[src/rtl/nn_scan_controller_if.sv]
// ---------------------------------------------------------------------------
// nn_scan_controller_if
// Bus bundle between the nearest-neighbour scan controller and its two
// neighbours: the vertex BRAM (read address/strobe, returned coordinates)
// and the shared squared-distance unit (operands/valid out, result in).
//
// Modports
//   master : the scan controller (drives address, strobe, operands)
//   slave  : memory + distance datapath (drives data, result, result valid)
// Signals
//   mem_addr_out        ADDR_W       vertex read address
//   mem_rd_en_out       1            vertex read strobe
//   mem_data_in         DIM x 32     vertex coordinates
//   dist_valid_out      DIM          operand valid, all bits identical
//   dist_vertex_pos_out DIM x 32     vertex operand
//   dist_query_pos_out  DIM x 32     query operand
//   dist_sq_in          32           squared distance result
//   dist_valid_in       1            result valid pulse
// ---------------------------------------------------------------------------
interface nn_scan_controller_if #(
    parameter int DIM    = 2,
    parameter int ADDR_W = 10
);
    logic [ADDR_W-1:0]      mem_addr_out;
    logic                   mem_rd_en_out;
    logic [DIM-1:0][31:0]   mem_data_in;
    logic [DIM-1:0]         dist_valid_out;
    logic [DIM-1:0][31:0]   dist_vertex_pos_out;
    logic [DIM-1:0][31:0]   dist_query_pos_out;
    logic [31:0]            dist_sq_in;
    logic                   dist_valid_in;

    modport master (
        output mem_addr_out,
        output mem_rd_en_out,
        input  mem_data_in,
        output dist_valid_out,
        output dist_vertex_pos_out,
        output dist_query_pos_out,
        input  dist_sq_in,
        input  dist_valid_in
    );

    modport slave (
        input  mem_addr_out,
        input  mem_rd_en_out,
        output mem_data_in,
        input  dist_valid_out,
        input  dist_vertex_pos_out,
        input  dist_query_pos_out,
        output dist_sq_in,
        output dist_valid_in
    );
endinterface

[src/rtl/nn_scan_controller.sv]
// ---------------------------------------------------------------------------
// nn_scan_controller
// Walks a vertex table one entry at a time through a single shared
// squared-distance unit and reports the vertex nearest to a latched query.
// Exactly one memory read or distance request is outstanding at any time.
//
// Ports
//   clk_in          system clock
//   rst_n_in        asynchronous active-low reset
//   start_in        start pulse, only honoured while idle
//   query_pos_in    query coordinates, latched on an accepted start
//   num_vertices_in number of vertices to scan (0..NUM_VERTICES), latched
//   bus             memory / distance-unit bundle (master side)
//   busy_out        high in every state except idle
//   best_index_out  index of the nearest vertex found
//   best_dist_out   squared distance of that vertex
//   done_out        one-cycle completion pulse
//   error_out       distance timeout flag, sticky until the next start
// ---------------------------------------------------------------------------
module nn_scan_controller #(
    parameter int DIM          = 2,
    parameter int NUM_VERTICES = 1024,
    parameter int ADDR_W       = $clog2(NUM_VERTICES),
    parameter int MEM_LATENCY  = 2,
    parameter int TIMEOUT      = 64
) (
    input  logic                  clk_in,
    input  logic                  rst_n_in,
    input  logic                  start_in,
    input  logic [DIM-1:0][31:0]  query_pos_in,
    input  logic [ADDR_W:0]       num_vertices_in,
    nn_scan_controller_if.master  bus,
    output logic                  busy_out,
    output logic [ADDR_W-1:0]     best_index_out,
    output logic [31:0]           best_dist_out,
    output logic                  done_out,
    output logic                  error_out
);

    localparam int LAT_W = (MEM_LATENCY > 1) ? $clog2(MEM_LATENCY + 1) : 1;
    localparam int TO_W  = $clog2(TIMEOUT + 1);
    localparam logic [ADDR_W:0]  MAX_COUNT = (ADDR_W+1)'(NUM_VERTICES);
    localparam logic [LAT_W-1:0] LAT_LAST  = LAT_W'(MEM_LATENCY - 1);
    localparam logic [TO_W-1:0]  TO_LAST   = TO_W'(TIMEOUT - 1);

    typedef enum logic [2:0] {
        ST_IDLE      = 3'd0,
        ST_FETCH     = 3'd1,
        ST_WAIT_MEM  = 3'd2,
        ST_ISSUE     = 3'd3,
        ST_WAIT_DIST = 3'd4,
        ST_DONE      = 3'd5
    } state_t;

    state_t                 state_r;
    logic [DIM-1:0][31:0]   query_r;
    logic [DIM-1:0][31:0]   vertex_r;
    logic [ADDR_W:0]        count_r;
    logic [ADDR_W-1:0]      idx_r;
    logic [ADDR_W-1:0]      addr_r;
    logic [LAT_W-1:0]       lat_cnt_r;
    logic [TO_W-1:0]        to_cnt_r;
    logic                   rd_en_r;
    logic [DIM-1:0]         dist_valid_r;
    logic                   busy_r;
    logic [ADDR_W-1:0]      best_idx_r;
    logic [31:0]            best_dist_r;
    logic                   done_r;
    logic                   error_r;

    logic [ADDR_W:0]        count_clamped_s;
    logic                   last_s;

    // Clamp the requested count to the table depth so the index can never run past it.
    always_comb begin
        count_clamped_s = num_vertices_in;
        if (num_vertices_in > MAX_COUNT) begin
            count_clamped_s = MAX_COUNT;
        end else begin
            count_clamped_s = num_vertices_in;
        end
    end

    // True while working on the final vertex; count_r is nonzero whenever this is consulted.
    assign last_s = ({1'b0, idx_r} == (count_r - (ADDR_W+1)'(1)));

    // Scan sequencer: state, counters, operand registers and all registered outputs.
    always_ff @(posedge clk_in or negedge rst_n_in) begin
        if (!rst_n_in) begin
            state_r      <= ST_IDLE;
            query_r      <= '0;
            vertex_r     <= '0;
            count_r      <= '0;
            idx_r        <= '0;
            addr_r       <= '0;
            lat_cnt_r    <= '0;
            to_cnt_r     <= '0;
            rd_en_r      <= 1'b0;
            dist_valid_r <= '0;
            busy_r       <= 1'b0;
            best_idx_r   <= '0;
            best_dist_r  <= 32'd0;
            done_r       <= 1'b0;
            error_r      <= 1'b0;
        end else begin
            // Strobes are single-cycle; each transition below re-asserts the one it needs.
            rd_en_r      <= 1'b0;
            dist_valid_r <= '0;
            done_r       <= 1'b0;
            case (state_r)
                ST_IDLE: begin
                    if (start_in) begin
                        query_r     <= query_pos_in;
                        count_r     <= count_clamped_s;
                        idx_r       <= '0;
                        addr_r      <= '0;
                        best_dist_r <= 32'hFFFF_FFFF;
                        best_idx_r  <= '0;
                        error_r     <= 1'b0;
                        busy_r      <= 1'b1;
                        if (count_clamped_s == '0) begin
                            done_r  <= 1'b1;
                            state_r <= ST_DONE;
                        end else begin
                            rd_en_r <= 1'b1;
                            state_r <= ST_FETCH;
                        end
                    end else begin
                        busy_r <= 1'b0;
                    end
                end
                ST_FETCH: begin
                    lat_cnt_r <= '0;
                    state_r   <= ST_WAIT_MEM;
                end
                ST_WAIT_MEM: begin
                    // lat_cnt_r == k in the (k+1)-th cycle after the read strobe.
                    if (lat_cnt_r == LAT_LAST) begin
                        vertex_r     <= bus.mem_data_in;
                        dist_valid_r <= '1;
                        state_r      <= ST_ISSUE;
                    end else begin
                        lat_cnt_r <= lat_cnt_r + LAT_W'(1);
                    end
                end
                ST_ISSUE: begin
                    to_cnt_r <= '0;
                    state_r  <= ST_WAIT_DIST;
                end
                ST_WAIT_DIST: begin
                    if (bus.dist_valid_in) begin
                        // Strict compare: on a tie the earlier (lower) index is kept.
                        if (bus.dist_sq_in < best_dist_r) begin
                            best_dist_r <= bus.dist_sq_in;
                            best_idx_r  <= idx_r;
                        end else begin
                            best_dist_r <= best_dist_r;
                        end
                        if (last_s) begin
                            done_r  <= 1'b1;
                            state_r <= ST_DONE;
                        end else begin
                            idx_r   <= idx_r + ADDR_W'(1);
                            addr_r  <= idx_r + ADDR_W'(1);
                            rd_en_r <= 1'b1;
                            state_r <= ST_FETCH;
                        end
                    end else if (to_cnt_r == TO_LAST) begin
                        error_r <= 1'b1;
                        done_r  <= 1'b1;
                        state_r <= ST_DONE;
                    end else begin
                        to_cnt_r <= to_cnt_r + TO_W'(1);
                    end
                end
                ST_DONE: begin
                    busy_r  <= 1'b0;
                    state_r <= ST_IDLE;
                end
                default: begin
                    busy_r  <= 1'b0;
                    state_r <= ST_IDLE;
                end
            endcase
        end
    end

    assign bus.mem_addr_out        = addr_r;
    assign bus.mem_rd_en_out       = rd_en_r;
    assign bus.dist_valid_out      = dist_valid_r;
    assign bus.dist_vertex_pos_out = vertex_r;
    assign bus.dist_query_pos_out  = query_r;

    assign busy_out       = busy_r;
    assign best_index_out = best_idx_r;
    assign best_dist_out  = best_dist_r;
    assign done_out       = done_r;
    assign error_out      = error_r;

endmodule

[src/flat_wrapper.sv]
// flat-port wrapper written by rule: the top's interface ports become plain ports
module nn_scan_controller_flat 
#(
    parameter int DIM          = 2,
    parameter int NUM_VERTICES = 1024,
    parameter int ADDR_W       = $clog2(NUM_VERTICES),
    parameter int MEM_LATENCY  = 2,
    parameter int TIMEOUT      = 64
)
  (clk_in, rst_n_in, start_in, query_pos_in, num_vertices_in, busy_out, best_index_out, best_dist_out, done_out, error_out, bus_mem_addr_out, bus_mem_rd_en_out, bus_mem_data_in, bus_dist_valid_out, bus_dist_vertex_pos_out, bus_dist_query_pos_out, bus_dist_sq_in, bus_dist_valid_in);
  nn_scan_controller_if #(.DIM(DIM), .ADDR_W(ADDR_W)) bus_i ();
  input  logic clk_in;
  input  logic rst_n_in;
  input  logic start_in;
  input  logic [DIM-1:0][31:0] query_pos_in;
  input  logic [ADDR_W:0] num_vertices_in;
  output logic busy_out;
  output logic [ADDR_W-1:0] best_index_out;
  output logic [31:0] best_dist_out;
  output logic done_out;
  output logic error_out;
  output wire logic [$bits(bus_i.mem_addr_out)-1:0] bus_mem_addr_out;
  output wire logic [$bits(bus_i.mem_rd_en_out)-1:0] bus_mem_rd_en_out;
  input wire logic [$bits(bus_i.mem_data_in)-1:0] bus_mem_data_in;
  output wire logic [$bits(bus_i.dist_valid_out)-1:0] bus_dist_valid_out;
  output wire logic [$bits(bus_i.dist_vertex_pos_out)-1:0] bus_dist_vertex_pos_out;
  output wire logic [$bits(bus_i.dist_query_pos_out)-1:0] bus_dist_query_pos_out;
  input wire logic [$bits(bus_i.dist_sq_in)-1:0] bus_dist_sq_in;
  input wire logic [$bits(bus_i.dist_valid_in)-1:0] bus_dist_valid_in;
  assign bus_mem_addr_out = bus_i.mem_addr_out;
  assign bus_mem_rd_en_out = bus_i.mem_rd_en_out;
  assign bus_i.mem_data_in = bus_mem_data_in;
  assign bus_dist_valid_out = bus_i.dist_valid_out;
  assign bus_dist_vertex_pos_out = bus_i.dist_vertex_pos_out;
  assign bus_dist_query_pos_out = bus_i.dist_query_pos_out;
  assign bus_i.dist_sq_in = bus_dist_sq_in;
  assign bus_i.dist_valid_in = bus_dist_valid_in;
  nn_scan_controller #(.DIM(DIM), .NUM_VERTICES(NUM_VERTICES), .ADDR_W(ADDR_W), .MEM_LATENCY(MEM_LATENCY), .TIMEOUT(TIMEOUT)) u_core (.clk_in(clk_in), .rst_n_in(rst_n_in), .start_in(start_in), .query_pos_in(query_pos_in), .num_vertices_in(num_vertices_in), .bus(bus_i), .busy_out(busy_out), .best_index_out(best_index_out), .best_dist_out(best_dist_out), .done_out(done_out), .error_out(error_out));
endmodule
[config.mk]
export PLATFORM = sky130hd
export DESIGN_NAME = nn_scan_controller_flat
export DESIGN_NICKNAME = d
export VERILOG_FILES = /design/src/rtl/nn_scan_controller_if.sv /design/src/rtl/nn_scan_controller.sv /design/src/flat_wrapper.sv
export SDC_FILE = /design/constraint.sdc
export NUM_CORES = 1
export LEC_CHECK = 0
export CORE_UTILIZATION = 44
export CTS_CLUSTER_DIAMETER = 50
export DETAILED_ROUTE_END_ITERATION = 10
export GPL_TIMING_DRIVEN = 0
export HOLD_SLACK_MARGIN = 0.03
export PLACE_DENSITY = 0.8
export SYNTH_ARGS = -nofsm -noshare
export SYNTH_HDL_FRONTEND = slang
export SYNTH_SLANG_ARGS = --single-unit
[constraint.sdc]
create_clock -name clk_in -period 3.65 [get_ports clk_in]
set_clock_uncertainty 0.1 [all_clocks]
set_input_delay 0.5475 -clock clk_in [delete_from_list [all_inputs] [get_ports clk_in]]
set_output_delay 0.5475 -clock clk_in [all_outputs]
set_load 0.005 [all_outputs]
==> impl_metrics.toml <==
[run_status]
outcome = "complete, no violations"

[place]
post-dp-hpwl_um = 20500
pre_cts_slack_ps = 216
dpl-instance-area_um2 = 13400
io_buffers = 360
place_congestion = 0.854

[yosys]
synth_edf_count = 0
synth-seq-cells = 208
synthArstFlopShare_pct = 100
synth.yosys.seq_area_share_pct = 55.4
synth_ff_type = "dfrtp_1"
syn_nets = 1126
syn_area_per_cell_um2 = 10.3
yosysTopAreaCell = "dfrtp_1"
synth_area_leaders = "dfrtp_1 (55%), nand2_1 (9.1%), mux2_2 (7.8%)"
synth_area_um2 = 9390
synthesis.instances = 916
yosys_warnings = 0
yosysTopAreaCellShare_pct = 55.4
synth.distinct_cells = 58

[die]
dieArea_um2 = 21900
die_h_um = 148
die_w_um = 148
pin_count = 361
num_rows = 53
core_area_um2 = 21000
start_util_pct = 44.8

[setup_path]
critPathKind = "flip-flop to flip-flop"
slowest_delay_ps = 540
crit_chain = "clkbuf_1, nand2b_1, nor3b_1, clkbuf_1, clkbuf_1, mux2_2"
cp_max_fo = 10
worstPathRequired_ps = 3960
crit_slowest_cell = "nor3b_1"
arrival_ps = 3300
crit_top_cell = "clkbuf_1"
cp-end-kind = "flip-flop"
start_kind = "flip-flop"

[drt]
drt.antenna.violating_nets = 0
wl_met1_um = 11000
routed-wl-met2_um = 13800
wl_met3_um = 2220
firstDrtPassIters = 5
drc = 0
via_per_inst = 5.11
top_layer = "met4"
wl_per_cell_um = 17.4
drtIter0Drc = 344
via_count = 8178
wirelength_um = 27800

[pwr]
netSwitchingPower_w = 0.00349
leakage_nw = 6.43
switching_share_pct = 32.8
p_seq_share_pct = 34.6
max-vdd-ir-drop_mv = 0.598
powerDensity_nw_per_um2 = 748
combPwrFrac_pct = 41.4
p_clk_share_pct = 23.9
internal_power_w = 0.00717
finalPower_w = 0.0107

[timing]
finalCritPeriodShare_pct = 81.9
maxSlewHeadroom_pct = 49.9
hold_viol_final = 0
post-route-min-period_ps = 2990
fin_worst_hold_slack_ps = 369
setup_ws_ps = 659
finalSetupViolations = 0
max_freq_mhz = 334
rsz0062_at_grt = "no"
worst_pin_slew_ps = 751
slew_viol_final = 0

[final_layout]
n_antenna_cell = 0
fin_nets = 1515
final_cell_mix = "clkdlybuf4s50_1 (359), nand2_1 (227), dfrtp_1 (208)"
final_cell_area_um2 = 14200
layout_commonest_cell = "clkdlybuf4s50_1"
layout-drive-gt1-share_pct = 9.37
fill_cells = 1633
syn_to_final_growth_pct = 51.7

[clock_tree]
cts_tree = "yes"
cts_buffers = 25
htree_num_levels = 1
path_clk_slew_ps = 60
cts_root_buf = "clkbuf_16"
clkSinkCount = 208
clk_latency_ps = 530
cts_max_path_buffers = 3

[global_routing]
grt_overflow = 0
grt_pass1_vias = 8303
grt_pass1_wl_um = 43800
grt.total_usage_pct = 25.4
grt_max_degree = 115
antenna_found_initial = 0

[worst_hold_path]
worst_hold_path_type = "flip-flop to flip-flop"

[run]
max_cap_violations = 0
-- path summary, 6_finish.rpt --
kind | startpoint | slack [ps] | endpoint | cells after the start
worst max-delay path | u_core.state_r[2] | 660 | u_core.bus.dist_vertex_pos_out[36] | 6
worst min-delay path | u_core.bus.dist_query_pos_out[27] | 370 | u_core.bus.dist_query_pos_out[27] | 2
worst max register to register | u_core.state_r[2] | 660 | u_core.bus.dist_vertex_pos_out[36] | 6
worst min register to register | u_core.bus.dist_query_pos_out[27] | 370 | u_core.bus.dist_query_pos_out[27] | 2
max in group asynchronous | rst_n_in | 1930 | u_core.bus.dist_query_pos_out[29] | 3
min in group asynchronous | rst_n_in | 510 | u_core.to_cnt_r[5] | 2
-- power by group through the flow --
stage / clock network [W] / registers, W / logic (W)
floorplan: 0 / 0.00371 / 0.00195
global placement: 0 / 0.00367 / 0.00433
detailed placement: 0 / 0.00370 / 0.00442
CTS: 0.00260 / 0.00369 / 0.00446
global route: 0.00270 / 0.00379 / 0.00482
finish: 0.00255 / 0.00369 / 0.00442
-- metal layers --
layer	GRT usage (%)	vias to the layer above
li1	-	3919
met1	30.9	3931
met2	43.9	281
met3	6.75	47
met4	7.84	0
met5	0	-
-- registers in the layout, indices dropped and copies added (netlist names) --
register,cells
u_core.bus.dist_query_pos_out,64
u_core.bus.dist_vertex_pos_out,64
u_core.best_dist_out,32
u_core.count_r,11
u_core.best_index_out,10
u_core.idx_r,10
u_core.to_cnt_r,7
u_core.state_r,3
u_core.lat_cnt_r,2
u_core.bus.dist_valid_out,1
u_core.bus.mem_rd_en_out,1
u_core.busy_out,1
u_core.done_out,1
u_core.error_out,1
-- worst max-delay path: cells and delay by family, from the launching register on --
kind	cells	cell delay [ps]
flops	1	390
simple gates	2	760
buf+inv	3	1220
mux	1	410
-- stage by stage --
step / util, % / cells / TNS (ps)
floorplan: - / 916 / 0
global placement: 63.7 / 1551 / -1451900
detailed placement: 63.8 / 1552 / 0
CTS: 68.0 / 1599 / 0
global route: 68.0 / 1599 / 0
finish: 68.0 / 1599 / 0
-- cells in the mapped netlist, types with 2 or more instances --
cell type / n
a211oi_1: 2
a21o_1: 6
a21oi_1: 26
a22o_1: 4
a31oi_1: 32
and2_1: 2
and3_1: 4
buf_1: 5
clkbuf_1: 45
dfrtp_1: 208
ha_1: 35
inv_1: 42
mux2_2: 65
mux2i_1: 2
nand2_1: 227
nand2b_1: 6
nand3_1: 25
nand3b_1: 9
nand4_1: 8
nor2_1: 26
nor3_1: 40
nor3b_1: 2
nor4_1: 5
nor4_2: 2
nor4b_1: 3
o211ai_1: 4
o21a_1: 5
o21ai_0: 23
o31ai_1: 6
or4_4: 2
xnor2_1: 11
xor2_1: 8
-- repair_timing --
| action | 4_1_cts | 5_1_grt |
|---|---|---|
| hold endpoints to repair | 94 | 0 |
| gates resized for setup | 0 | 0 |
| hold buffers | 1 | 0 |
| setup buffers | 0 | 0 |
-- kinds of logic (layout without fill, tap and decap cells) --
logic type,after synthesis,count (layout),share of synthesized area (%)
multiplexers,67,67,8.00
adder cells (fa/ha/maj),35,35,4.66
AO/OA/AOI/OAI,123,123,8.66
AND/OR/NAND/NOR,369,369,17.6
XOR/XNOR,19,19,1.77
buffers and inverters,95,503,3.93
flip-flops,208,208,55.4
-- final cells by class --
cell class	count	area (um2)	share of cell area [%]
clock inverter	10	126	0.887
buffer	53	211	1.48
inverter	42	158	1.11
timing repair buffer	362	3650	25.6
multi-input combinational	613	3820	26.8
sequential	208	5200	36.5
tap	275	344	2.42
clock buffer	36	737	5.17
No activity file was read; power rests on OpenSTA's default activity.
